<file path="config.mk">
export PLATFORM = sky130hd
export DESIGN_NAME = share_encoder_flat
export DESIGN_NICKNAME = d
export VERILOG_FILES = /design/src/rtl/share_encoder_if.sv /design/src/rtl/share_encoder.sv /design/src/flat_wrapper.sv
export SDC_FILE = /design/constraint.sdc
export NUM_CORES = 1
export LEC_CHECK = 0
export ABC_AREA = 1
export ABC_CLOCK_PERIOD_IN_PS = 1500
export BUFFER_PORTS_ARGS = -buffer_cell sky130_fd_sc_hd__buf_2
export CORE_MARGIN = 2
export CORE_UTILIZATION = 49
export CTS_CLUSTER_DIAMETER = 40
export DETAILED_ROUTE_END_ITERATION = 10
export PLACE_DENSITY = 0.79
export SYNTH_ARGS = -nofsm -noshare
export SYNTH_HDL_FRONTEND = slang
export SYNTH_SLANG_ARGS = --single-unit
export TNS_END_PERCENT = 20
</file>
<file path="constraint.sdc">
create_clock -name clk -period 1.5 [get_ports clk]
set_input_delay 0.15 -clock clk [delete_from_list [all_inputs] [get_ports clk]]
set_output_delay 0.15 -clock clk [all_outputs]
set_load 0.005 [all_outputs]
</file>
<file path="src/rtl/share_encoder_if.sv">
// Valid/ready stream bundle carrying unmasked words in and the two Boolean shares out.
interface share_encoder_if #(
  parameter int WIDTH = 64
);
  logic [WIDTH-1:0] in_data;
  logic             in_valid;
  logic             in_ready;
  logic [WIDTH-1:0] share0;
  logic [WIDTH-1:0] share1;
  logic             out_valid;
  logic             out_ready;

  modport master (
    output in_data, in_valid, out_ready,
    input  in_ready, share0, share1, out_valid
  );

  modport slave (
    input  in_data, in_valid, out_ready,
    output in_ready, share0, share1, out_valid
  );
endinterface

</file>
<file path="src/rtl/share_encoder.sv">
// Two-share Boolean masking front end: share0 = data ^ m, share1 = m, both registered.
// Define SHARE_ENC_LFSR_EN for an internal seeded LFSR mask source; otherwise m comes from rnd_in.
module share_encoder #(
  parameter int               WIDTH        = 64,
  parameter logic [WIDTH-1:0] LFSR_TAPS    = 64'hD800000000000000,
  parameter int               RESEED_LIMIT = 1024
) (
  input  logic             clk,
  input  logic             rst_n,
  share_encoder_if.slave   bus,
`ifdef SHARE_ENC_LFSR_EN
  input  logic [WIDTH-1:0] seed_in,
  input  logic             seed_valid,
  output logic             reseed_req
`else
  input  logic [WIDTH-1:0] rnd_in,
  input  logic             rnd_valid,
  output logic             rnd_ready
`endif
);

  if (RESEED_LIMIT < 1 || LFSR_TAPS == '0) begin : g_cfg_err
    $error("share_encoder: RESEED_LIMIT must be >= 1 and LFSR_TAPS nonzero");
  end

  logic [WIDTH-1:0] m;
  logic             rdy;
  logic             acc;
  logic             room;
  logic             pop;
  logic [WIDTH-1:0] share0_p1;
  logic [WIDTH-1:0] share1_p1;
  logic             vld_p1;

  assign pop  = vld_p1 & bus.out_ready;
  assign room = ~vld_p1 | bus.out_ready;
  assign acc  = bus.in_valid & rdy;

`ifdef SHARE_ENC_LFSR_EN
  localparam int CNT_W = $clog2(RESEED_LIMIT + 1);

  typedef enum logic {NEED_SEED, RUN} state_t;

  state_t           state;
  state_t           state_nxt;
  logic [WIDTH-1:0] lfsr;
  logic [CNT_W-1:0] cnt;
  logic             last;

  function automatic logic [WIDTH-1:0] lfsr_step(input logic [WIDTH-1:0] v);
    return {v[WIDTH-2:0], ^(v & LFSR_TAPS)};
  endfunction

  assign m    = lfsr;
  assign last = (cnt == CNT_W'(RESEED_LIMIT - 1));

  // An all-zero seed would lock the LFSR, so it is replaced by 1.
  always_ff @(posedge clk or negedge rst_n) begin
    if (!rst_n) begin
      lfsr <= '0;
      cnt  <= '0;
    end else if (seed_valid) begin
      lfsr <= (seed_in == '0) ? WIDTH'(1) : seed_in;
      cnt  <= '0;
    end else if (acc) begin
      lfsr <= lfsr_step(lfsr);
      cnt  <= cnt + 1'b1;
    end
  end

  always_ff @(posedge clk or negedge rst_n) begin
    if (!rst_n) state <= NEED_SEED;
    else        state <= state_nxt;
  end

  always_comb begin
    state_nxt  = state;
    rdy        = 1'b0;
    reseed_req = 1'b0;
    case (state)
      NEED_SEED: reseed_req = 1'b1;
      RUN:       rdy        = room & ~seed_valid;
      default:   reseed_req = 1'b1;
    endcase
    if (seed_valid)                    state_nxt = RUN;
    else if (bus.in_valid & rdy & last) state_nxt = NEED_SEED;
  end
`else
  assign m         = rnd_in;
  assign rdy       = room & rnd_valid;
  assign rnd_ready = acc;
`endif

  // Output stage: the only point where in_data and m meet is the share0 flop input.
  always_ff @(posedge clk or negedge rst_n) begin
    if (!rst_n) begin
      share0_p1 <= '0;
      share1_p1 <= '0;
      vld_p1    <= 1'b0;
    end else if (acc) begin
      share0_p1 <= bus.in_data ^ m;
      share1_p1 <= m;
      vld_p1    <= 1'b1;
    end else if (pop) begin
      vld_p1    <= 1'b0;
    end
  end

  assign bus.in_ready  = rdy;
  assign bus.share0    = share0_p1;
  assign bus.share1    = share1_p1;
  assign bus.out_valid = vld_p1;

endmodule

</file>
<file path="src/flat_wrapper.sv">
// flat-port wrapper written by rule: the top's interface ports become plain ports
module share_encoder_flat 
#(
  parameter int               WIDTH        = 64,
  parameter logic [WIDTH-1:0] LFSR_TAPS    = 64'hD800000000000000,
  parameter int               RESEED_LIMIT = 1024
)
  (clk, rst_n, rnd_in, rnd_valid, rnd_ready, bus_in_data, bus_in_valid, bus_out_ready, bus_in_ready, bus_share0, bus_share1, bus_out_valid);
  share_encoder_if #(.WIDTH(WIDTH)) bus_i ();
  input  logic clk;
  input  logic rst_n;
  input  logic [WIDTH-1:0] rnd_in;
  input  logic rnd_valid;
  output logic rnd_ready;
  input wire logic [$bits(bus_i.in_data)-1:0] bus_in_data;
  input wire logic [$bits(bus_i.in_valid)-1:0] bus_in_valid;
  input wire logic [$bits(bus_i.out_ready)-1:0] bus_out_ready;
  output wire logic [$bits(bus_i.in_ready)-1:0] bus_in_ready;
  output wire logic [$bits(bus_i.share0)-1:0] bus_share0;
  output wire logic [$bits(bus_i.share1)-1:0] bus_share1;
  output wire logic [$bits(bus_i.out_valid)-1:0] bus_out_valid;
  assign bus_i.in_data = bus_in_data;
  assign bus_i.in_valid = bus_in_valid;
  assign bus_i.out_ready = bus_out_ready;
  assign bus_in_ready = bus_i.in_ready;
  assign bus_share0 = bus_i.share0;
  assign bus_share1 = bus_i.share1;
  assign bus_out_valid = bus_i.out_valid;
  share_encoder #(.WIDTH(WIDTH), .LFSR_TAPS(LFSR_TAPS), .RESEED_LIMIT(RESEED_LIMIT)) u_core (.clk(clk), .rst_n(rst_n), .bus(bus_i), .rnd_in(rnd_in), .rnd_valid(rnd_valid), .rnd_ready(rnd_ready));
endmodule
</file>
==> results.py, run 1 <==
metrics = {
    "floorplan": {
        "fp.coreArea_um2": 12700,
        "io_pins": 264,
        "rows": 41,
        "initial_core_util_pct": 50.6,
        "die_x_um": 118,
        "die_h_um": 118,
        "fp.dieArea_um2": 14000,
    },
    "cells_and_area": {
        "drive_above_1_share_pct": 26.7,
        "layout_commonest_cell": "nand2_1",
        "fillers": 998,
        "multi_input_area_um2": 2450,
        "finalNonFillerCells": 1358,
        "layout_common_cells": "nand2_1, buf_2, inv_1, dfrtp_1",
        "syn2layout_area_growth_pct": 39.5,
        "seqCellArea_um2": 3230,
        "n_antenna_cell": 0,
        "nets": 1306,
        "utilization_pct": 70.5,
    },
    "setup_path": {
        "critPathLaunchType": "flip-flop",
        "arrival_ns": 1.28,
        "path_cells": "a21oi_4, buf_12, buf_6",
        "max_stage_delay_ns": 0.42,
        "worst_setup_path_end_kind": "primary output",
        "slowest_stage": "dfrtp_1",
        "cp_max_fo": 6,
        "path_class": "flip-flop to primary output",
        "cp.required_ns": 1.35,
    },
    "power_and_ir_drop": {
        "pwr-share-clk_pct": 39.9,
        "p_switching_mw": 2.95,
        "p_leak_nw": 5.67,
        "p_int_mw": 7.98,
        "ir_worst_vdd_mv": 0.818,
        "p_total_mw": 10.9,
        "p_seq_share_pct": 40.0,
        "swShare_pct": 27.0,
        "power_frac_comb_pct": 20.2,
        "powerDensity_nw_per_um2": 1220,
    },
    "routing": {
        "antenna_left": 0,
        "num_vias": 6723,
        "dr.first_iter.drc_count": 529,
        "dr.pass1.iters": 5,
        "drc": 0,
        "wl_per_cell_um": 13.8,
        "viasPerCell": 4.95,
        "routed_wl_um": 18800,
    },
    "outcome": {
        "status": "finished, final reports clean",
    },
    "global_route": {
        "grt_start_max_net_pins": 109,
        "grt_pass1_vias": 6328,
        "grt-ovfl-total": 0,
        "grt_first_pass_wirelength_um": 30100,
        "gr-usage-all-layers_pct": 26.8,
        "antenna_found_initial": 0,
    },
    "clock_tree": {
        "cts_tree": "yes",
        "clock-sinks": 129,
        "cts_buffers": 17,
        "cts.root.buffer_cell": "clkbuf_16",
        "cts.reportedPaths.clkPinSlew_ns": 0.05,
        "cts_buffer_depth": 2,
        "cts_max_level": 4,
        "clk_latency_ns": 0.42,
    },
    "timing": {
        "relSlewSlack_pct": 65.2,
        "hold_viol": 0,
        "rsz0062_at_grt": "true",
        "finalWorstSetupSlack_ns": 0.0736,
        "fin_crit_ns": 1.43,
        "max_freq_mhz": 701,
        "worstMarginPinSlew_ns": 0.522,
        "skew_ns": 0.00905,
        "setup_viol": 0,
        "maxSlewViolCount": 0,
        "post-route-period-util_pct": 95.1,
    },
    "logic_synthesis": {
        "yosys_register_bits": 129,
        "avgSynthCellArea_um2": 7.21,
        "syn-num-nets": 1022,
        "yosysSeqAreaShare_pct": 50.4,
        "yosys_warnings": 0,
        "synth_cell_types": 11,
        "synthCells": 889,
        "syn-cell-area_um2": 6410,
    },
    "place": {
        "place_congestion": 0.803,
        "dp_cells": 1289,
        "portBuffers": 263,
        "pre_cts_ws_ns": 0.159,
        "dp_hpwl_um": 12100,
    },
    "run": {
        "cap_viol_max_count": 0,
    },
    "worst_hold_path": {
        "holdCritPathClass": "input pin to flip-flop",
    },
}
## logic make-up (layout without fill, tap and decap cells)
group	Yosys count	in the layout	share of synthesized area, %
AOI/OAI and AO/OA	1	1	0.137
buffers and inverters	180	477	11.7
DFF	129	129	50.4
and+or+nand+nor	579	579	37.8
## per-layer routing
metal / GRT usage [%] / vias up / part of all wire (%)
li1: - / 3291 / -
met1: 33.3 / 3065 / 41
met2: 44.1 / 315 / 48
met3: 6.85 / 52 / 7.5
met4: 11.9 / 0 / 3.0
met5: 0 / - / 0
## critical path, delay by kind of cell (launching register included)
family	cells	cell delay, ns
flip-flops	1	0.42
AO/OA/AOI/OAI	1	0.22
buffers and inverters	2	0.23
## metrics by stage
step	area [µm²]	setup TNS, ns	hold slack [ns]
finish	8940	0	0.0188
CTS	8860	-0.0533	0.00263
floorplan	6410	0	-0.146
global route	8940	-0.00294	0.0126
global placement	7910	0	0.195
detailed placement	7910	0	0.188
## power groups by stage
stage          logic (mW)  clock network [mW]  registers (mW)
6_report             2.20                4.36            4.37
2_1_floorplan       0.874                   0            4.44
3_5_place_dp         2.08                   0            4.40
3_3_place_gp         2.03                   0            4.41
5_1_grt              2.47                4.58            4.43
4_1_cts              2.18                4.41            4.36
## timing repair
item	4_1_cts	5_1_grt
setup buffers	1	6
endpoints found under the setup margin	2	5
hold buffers	28	0
endpoints found under the hold margin	156	0
resized for setup	1	1
gates cloned	1	1
pin swaps	2	1
## synthesized netlist by cell type, drive strengths merged
cell type	number	share of area, %
buf	46	3.9
clkbuf	3	0.18
nand2	450	26
dfrtp	129	50
nand3	65	5.2
nand4	64	6.2
inv	131	7.7
a21oi	1	0.14
## state kept, by name, indices dropped and copies added (netlist names)
name                  count
u_core.bus.share0        64
u_core.bus.share1        64
u_core.bus.out_valid      1
## final timing paths
kind,end,slack [ns],depth (start not counted),startpoint
hold reg to reg,u_core.bus.share1[46],0.47,2,u_core.bus.share1[46]
setup / recovery,bus_in_ready,0.07,3,u_core.bus.out_valid
setup reg to reg,u_core.bus.share1[28],0.11,6,u_core.bus.out_valid
hold / removal,u_core.bus.share1[40],0.02,3,rnd_in[40]
max in group asynchronous,u_core.bus.share0[63],0.87,3,rst_n
min in group asynchronous,u_core.bus.share1[25],0.27,3,rst_n
## layout make-up
type	count	area share (%)
clock buffers	29	6.05
flip-flops and latches	129	36.1
inverters	131	5.50
well taps	172	2.41
multi-input cells	580	27.4
clock inverters	3	1.01
repair buffers	314	21.6
(Power assumes the default switching activity.)
==> run 2, diff against run 1 <==
--- a/config.mk
+++ b/config.mk
@@ -6,13 +6,13 @@
 export NUM_CORES = 1
 export LEC_CHECK = 0
 export ABC_AREA = 1
-export ABC_CLOCK_PERIOD_IN_PS = 1500
+export ABC_CLOCK_PERIOD_IN_PS = 1200
 export BUFFER_PORTS_ARGS = -buffer_cell sky130_fd_sc_hd__buf_2
 export CORE_MARGIN = 2
-export CORE_UTILIZATION = 49
+export CORE_UTILIZATION = 44
 export CTS_CLUSTER_DIAMETER = 40
 export DETAILED_ROUTE_END_ITERATION = 10
-export PLACE_DENSITY = 0.79
+export PLACE_DENSITY = 0.75
 export SYNTH_ARGS = -nofsm -noshare
 export SYNTH_HDL_FRONTEND = slang
 export SYNTH_SLANG_ARGS = --single-unit
==> constraint.sdc (replaced) <==
create_clock -name clk -period 1.2 [get_ports clk]
set_input_delay 0.12 -clock clk [delete_from_list [all_inputs] [get_ports clk]]
set_output_delay 0.12 -clock clk [all_outputs]
set_load 0.005 [all_outputs]
==> run 2 against run 1 <==
  * The flow now finishes with violations (setup timing)
  * First-iteration DRC count down 8.7%
  * Wire length grew 9.8%
  * Final cell count up 4.6%
  * Largest cell class unchanged
  * Clock skew is 0.0019 ns lower
==> results.py, run 2 (synthesis results as in run 1) <==
metrics = {
    "outcome": {
        "status": "complete, but fails checks",
        "violations": "setup timing",
    },
    "floorplan": {
        "die_h_um": 125,
        "die_x_um": 125,
        "io_pins": 264,
        "rows": 44,
        "fp.dieArea_um2": 15500,
        "initial_core_util_pct": 44.6,
        "fp.coreArea_um2": 14400,
    },
    "setup_path": {
        "slowest_stage": "dfrtp_1",
        "r2r_slack_ns": -0.15,
        "cp_max_fo": 3,
        "r2r_start": "u_core.bus.out_valid",
        "critPathLaunchType": "flip-flop",
        "crit_start": "u_core.bus.out_valid",
        "path_class": "flip-flop to primary output",
        "arrival_ns": 1.27,
        "reg2reg_to": "u_core.bus.share0[34]",
        "endpoint": "rnd_ready",
        "path_cells": "nand2_2, nand3_4, buf_12, inv_2, buf_2",
        "worst_setup_path_end_kind": "primary output",
        "cp.required_ns": 1.08,
        "cp.depth": 5,
        "critPathBufInv": 3,
        "max_stage_delay_ns": 0.42,
        "cp_top_family": "flip-flops",
        "r2r_cells": 7,
    },
    "clock_tree": {
        "cts_max_level": 4,
        "clock-sinks": 129,
        "clk_latency_ns": 0.42,
        "cts.root.buffer_cell": "clkbuf_16",
        "cts_buffer_depth": 2,
        "cts_buffers": 17,
        "cts_tree": "yes",
        "cts.reportedPaths.clkPinSlew_ns": 0.05,
    },
    "cells_and_area": {
        "seqCellArea_um2": 3230,
        "layout_commonest_cell": "nand2_1",
        "utilization_pct": 66.6,
        "layout_common_cells": "nand2_1, buf_2, inv_1, dfrtp_1, dlygate4sd3_1",
        "nets": 1357,
        "multi_input_area_um2": 2450,
        "drive_above_1_share_pct": 26.9,
        "fillers": 1154,
        "syn2layout_area_growth_pct": 49.3,
    },
    "routing": {
        "antenna_left": 0,
        "drc": 0,
        "wl_per_cell_um": 14.5,
        "num_vias": 7003,
        "dr.pass1.iters": 5,
        "viasPerCell": 4.93,
        "dr.first_iter.drc_count": 483,
        "routed_wl_um": 20600,
    },
    "power_and_ir_drop": {
        "p_total_mw": 13.8,
        "p_leak_nw": 5.95,
        "powerDensity_nw_per_um2": 1440,
        "ir_worst_vdd_mv": 0.884,
    },
    "timing": {
        "relSlewSlack_pct": 76.8,
        "setup_viol": 127,
        "max_freq_mhz": 719,
        "hold-worst-slack_ns": 0.0350,
        "rsz0062_at_grt": "true",
        "fin_crit_ns": 1.39,
        "finalWorstSetupSlack_ns": -0.191,
        "hold_viol": 0,
        "post-route-period-util_pct": 116,
        "skew_ns": 0.00718,
        "fin_setup_tns_ns": -12.58,
        "worstMarginPinSlew_ns": 0.348,
        "maxSlewViolCount": 0,
    },
    "global_route": {
        "grt_start_max_net_pins": 78,
        "grt_pass1_vias": 6916,
        "antenna_found_initial": 1,
        "grt_first_pass_wirelength_um": 33400,
        "grt-ovfl-total": 0,
        "gr-usage-all-layers_pct": 26.5,
    },
    "worst_hold_path": {
        "holdCritPathClass": "input pin to flip-flop",
    },
    "place": {
        "dp_hpwl_um": 12800,
        "place_congestion": 0.817,
        "portBuffers": 263,
    },
    "run": {
        "cap_viol_max_count": 0,
    },
}
run 2: cell count changes in the layout (fill, tap and decap cells not counted), sizes merged:
cell	change
buf	+11
bufbuf	+1
clkbuf	-1
clkinv	+2
diode	+1
dlygate4sd3	+37
run 2: worst reg2reg max path, cell delays in order, from the launching register on:
cell,delay (ns)
dfrtp_1,0.42
nand2_2,0.11
nand3_4,0.08
buf_4,0.17
buf_12,0.15
clkbuf_16,0.19
nand2_1,0.08
nand2_1,0.06
run 2: cell type report:
| type | instances | share of cell area [%] |
|---|---|---|
| Clock inverter | 5 | 1.05 |
| Timing Repair Buffer | 365 | 26.8 |
| Multi-Input combinational cell | 580 | 25.6 |
| Clock buffer | 26 | 5.22 |
| Sequential cell | 129 | 33.7 |
| Antenna cell | 1 | 0.0262 |
| Tap cell | 184 | 2.41 |
| Inverter | 131 | 5.14 |
run 2: worst min-delay path by stage:
stage,from,end,slack (ns),cells past startpoint
floorplan,rst_n,u_core.bus.out_valid,-0.18,0
global placement,rst_n,u_core.bus.share0[27],0.05,1
detailed placement,rst_n,u_core.bus.share0[27],0.05,1
CTS,bus_in_data[57],u_core.bus.share0[57],0.02,5
global route,bus_in_data[39],u_core.bus.share0[39],0.05,5
finish,bus_in_data[57],u_core.bus.share0[57],0.04,5
run 2: timing repair:
action | CTS | global route
setup endpoints to repair | 9 | 130
buffers inserted | 7 | 1
cloned | 2 | 3
endpoints found under the hold margin | 193 | 0
resized for setup | 10 | 9
pin swaps | 5 | 0
hold buffers | 65 | 0
run 2: layer usage:
layer	global-route usage (%)	wire (µm)
met5	0	0
met4	12.5	731
met3	6.83	1610
met2	45.0	10100
met1	31.6	8210
run 2: metrics by stage:
step | cells | setup WS, ns | cell area, µm²
after floorplan | 889 | 0.0836 | 6410
after global placement | 1311 | 0.0426 | 8040
after detailed placement | 1311 | -0.00980 | 8040
after CTS | 1416 | -0.217 | 9440
after global routing | 1421 | -0.267 | 9570
final | 1421 | -0.191 | 9570
run 2: report_power, final:
part           internal (mW)  total (mW)  switching [mW]
sequential              5.06        5.45           0.388
clock                   3.47        5.28            1.81
combinational           1.43        3.02            1.59
==> run 3, diff against run 2 <==
==> constraint.sdc (replaced) <==
create_clock -name clk -period 1.2 [get_ports clk]
set_input_delay 0.18 -clock clk [delete_from_list [all_inputs] [get_ports clk]]
set_output_delay 0.18 -clock clk [all_outputs]
set_load 0.005 [all_outputs]
==> run 3 against run 2 <==
  * Largest power group is now the clock network
  * Critical endpoint unchanged
  * Non-clock buffer count down 71
  * First-iteration DRC count down 23%
  * Hold slack better by 0.0046 ns
  * Clock skew up 0.00076 ns
  * Design area down 6.9%
  * Global-route usage down 2.0 points
  * The flow still finishes with violations (setup timing)
  * Die area unchanged
  * Maximum frequency down 5.2%
  * Count of clock-buffer cells in the layout down 4
  * Wire length down 8.1%
  * Combinational power down 8.3%
  * Via count down 5.2%
==> results.py, run 3 (synthesis results as in run 1) <==
metrics = {
    "timing": {
        "post-route-period-util_pct": 122,
        "fin_setup_tns_ns": -10.71,
        "skew_ns": 0.00794,
        "rsz0062_at_grt": "true",
        "max_freq_mhz": 681,
        "finalWorstSetupSlack_ns": -0.268,
        "relSlewSlack_pct": 69.7,
        "hold_viol": 0,
        "worstMarginPinSlew_ns": 0.455,
        "setup_viol": 122,
        "maxSlewViolCount": 0,
        "fin_crit_ns": 1.47,
    },
    "power_and_ir_drop": {
        "ir_worst_vdd_mv": 0.838,
        "p_leak_nw": 5.66,
        "powerDensity_nw_per_um2": 1560,
        "p_total_mw": 13.9,
    },
    "cells_and_area": {
        "drive_above_1_share_pct": 28.4,
        "n_antenna_cell": 0,
        "utilization_pct": 62.0,
        "finalNonFillerCells": 1350,
        "layout_commonest_cell": "nand2_1",
        "seqCellArea_um2": 3230,
        "syn2layout_area_growth_pct": 39.1,
        "fillers": 1309,
        "layout_common_cells": "nand2_1, buf_2, inv_1, dfrtp_1, nand4_1",
        "multi_input_area_um2": 2470,
        "nets": 1286,
    },
    "clock_tree": {
        "cts_buffer_depth": 2,
        "cts.root.buffer_cell": "clkbuf_16",
        "clk_latency_ns": 0.41,
        "cts_buffers": 17,
        "cts_tree": "yes",
        "cts_max_level": 4,
        "clock-sinks": 129,
        "cts.reportedPaths.clkPinSlew_ns": 0.06,
    },
    "floorplan": {
        "rows": 44,
        "die_x_um": 125,
        "fp.coreArea_um2": 14400,
        "io_pins": 264,
        "initial_core_util_pct": 44.6,
        "fp.dieArea_um2": 15500,
        "die_h_um": 125,
    },
    "setup_path": {
        "critPathLaunchType": "flip-flop",
        "max_stage_delay_ns": 0.42,
        "path_class": "flip-flop to primary output",
        "worst_setup_path_end_kind": "primary output",
        "cp_max_fo": 3,
        "crit_start": "u_core.bus.out_valid",
        "r2r_start": "u_core.bus.out_valid",
        "arrival_ns": 1.29,
        "slowest_stage": "dfrtp_1",
        "path_cells": "nand2_2, nand3_4, buf_12, clkinv_4, buf_6",
        "cp.required_ns": 1.02,
    },
    "place": {
        "dp_cells": 1307,
        "dp_hpwl_um": 12800,
        "place_congestion": 0.850,
        "pre_cts_ws_ns": -0.0282,
        "portBuffers": 263,
    },
    "global_route": {
        "grt-ovfl-total": 0,
        "gr-usage-all-layers_pct": 24.5,
        "grt_start_max_net_pins": 75,
        "grt_pass1_vias": 6340,
        "antenna_found_initial": 0,
        "grt_first_pass_wirelength_um": 30900,
    },
    "outcome": {
        "status": "complete, but fails checks",
        "violations": "setup timing",
    },
    "routing": {
        "dr.first_iter.drc_count": 371,
        "num_vias": 6640,
        "viasPerCell": 4.92,
        "routed_wl_um": 19000,
        "antenna_left": 0,
        "wl_per_cell_um": 14.1,
        "dr.pass1.iters": 4,
        "drc": 0,
    },
    "worst_hold_path": {
        "holdCritPathClass": "input pin to flip-flop",
        "min_from": "rnd_in[8]",
    },
    "run": {
        "cap_viol_max_count": 0,
    },
}
[run 3: changes by cell type in the layout (fill, tap and decap cells not counted), sizes merged]
cell / delta
bufinv: +2
clkbuf: -6
dlygate4sd3: -64
clkinvlp: +1
clkinv: +3
bufbuf: +1
inv: -1
buf: -6
diode: -1
[run 3: layout make-up]
| class | count | share of cell area (%) |
|---|---|---|
| timing repair buffer | 294 | 20.7 |
| clock buffer | 22 | 5.21 |
| multi-input combinational | 580 | 27.7 |
| sequential | 129 | 36.2 |
| tap | 184 | 2.58 |
| clock inverter | 10 | 2.04 |
| inverter | 131 | 5.57 |
[run 3: per-stage QoR]
stage / area, µm² / hold WS [ns]
after floorplan: 6410 / -0.116
after global placement: 7980 / 0.103
after detailed placement: 7980 / 0.0998
after CTS: 8820 / 0.0256
after global routing: 8910 / 0.0305
final: 8910 / 0.0396
[run 3: final timing paths]
path | endpoint | slack, ns | depth (start not counted)
min in group asynchronous | u_core.bus.share0[31] | 0.22 | 2
hold / removal | u_core.bus.share1[8] | 0.04 | 3
setup reg to reg | u_core.bus.share1[26] | -0.17 | 6
setup / recovery | rnd_ready | -0.27 | 5
hold reg to reg | u_core.bus.share1[8] | 0.46 | 2
max in group asynchronous | u_core.bus.share1[33] | 0.45 | 3
[run 3: report_power, final]
| group | internal [mW] | switching, mW | total (mW) |
|---|---|---|---|
| clock | 3.79 | 1.86 | 5.65 |
| sequential | 5.06 | 0.406 | 5.47 |
| combinational | 1.27 | 1.50 | 2.77 |
[run 3: routing by layer]
metal,routed length (µm),vias up,GRT usage (%)
li1,-,3247,-
met1,7970,3101,31.3
met2,9070,247,39.9
met3,1390,45,6.36
met4,548,0,9.98
met5,0,-,0
[run 3: timing repair]
action	4_1_cts	5_1_grt
hold buffers	1	0
gates resized for setup	11	14
endpoints found under the hold margin	102	0
gates cloned	3	1
buffers inserted	6	0
endpoints found under the setup margin	22	131
pin swaps	2	3
[run 3: worst max-delay path, delay by kind of cell (launching register included)]
| family | cells | cell delay (ns) |
|---|---|---|
| and+or+nand+nor | 2 | 0.20 |
| DFF | 1 | 0.42 |
| buffers and inverters | 3 | 0.26 |
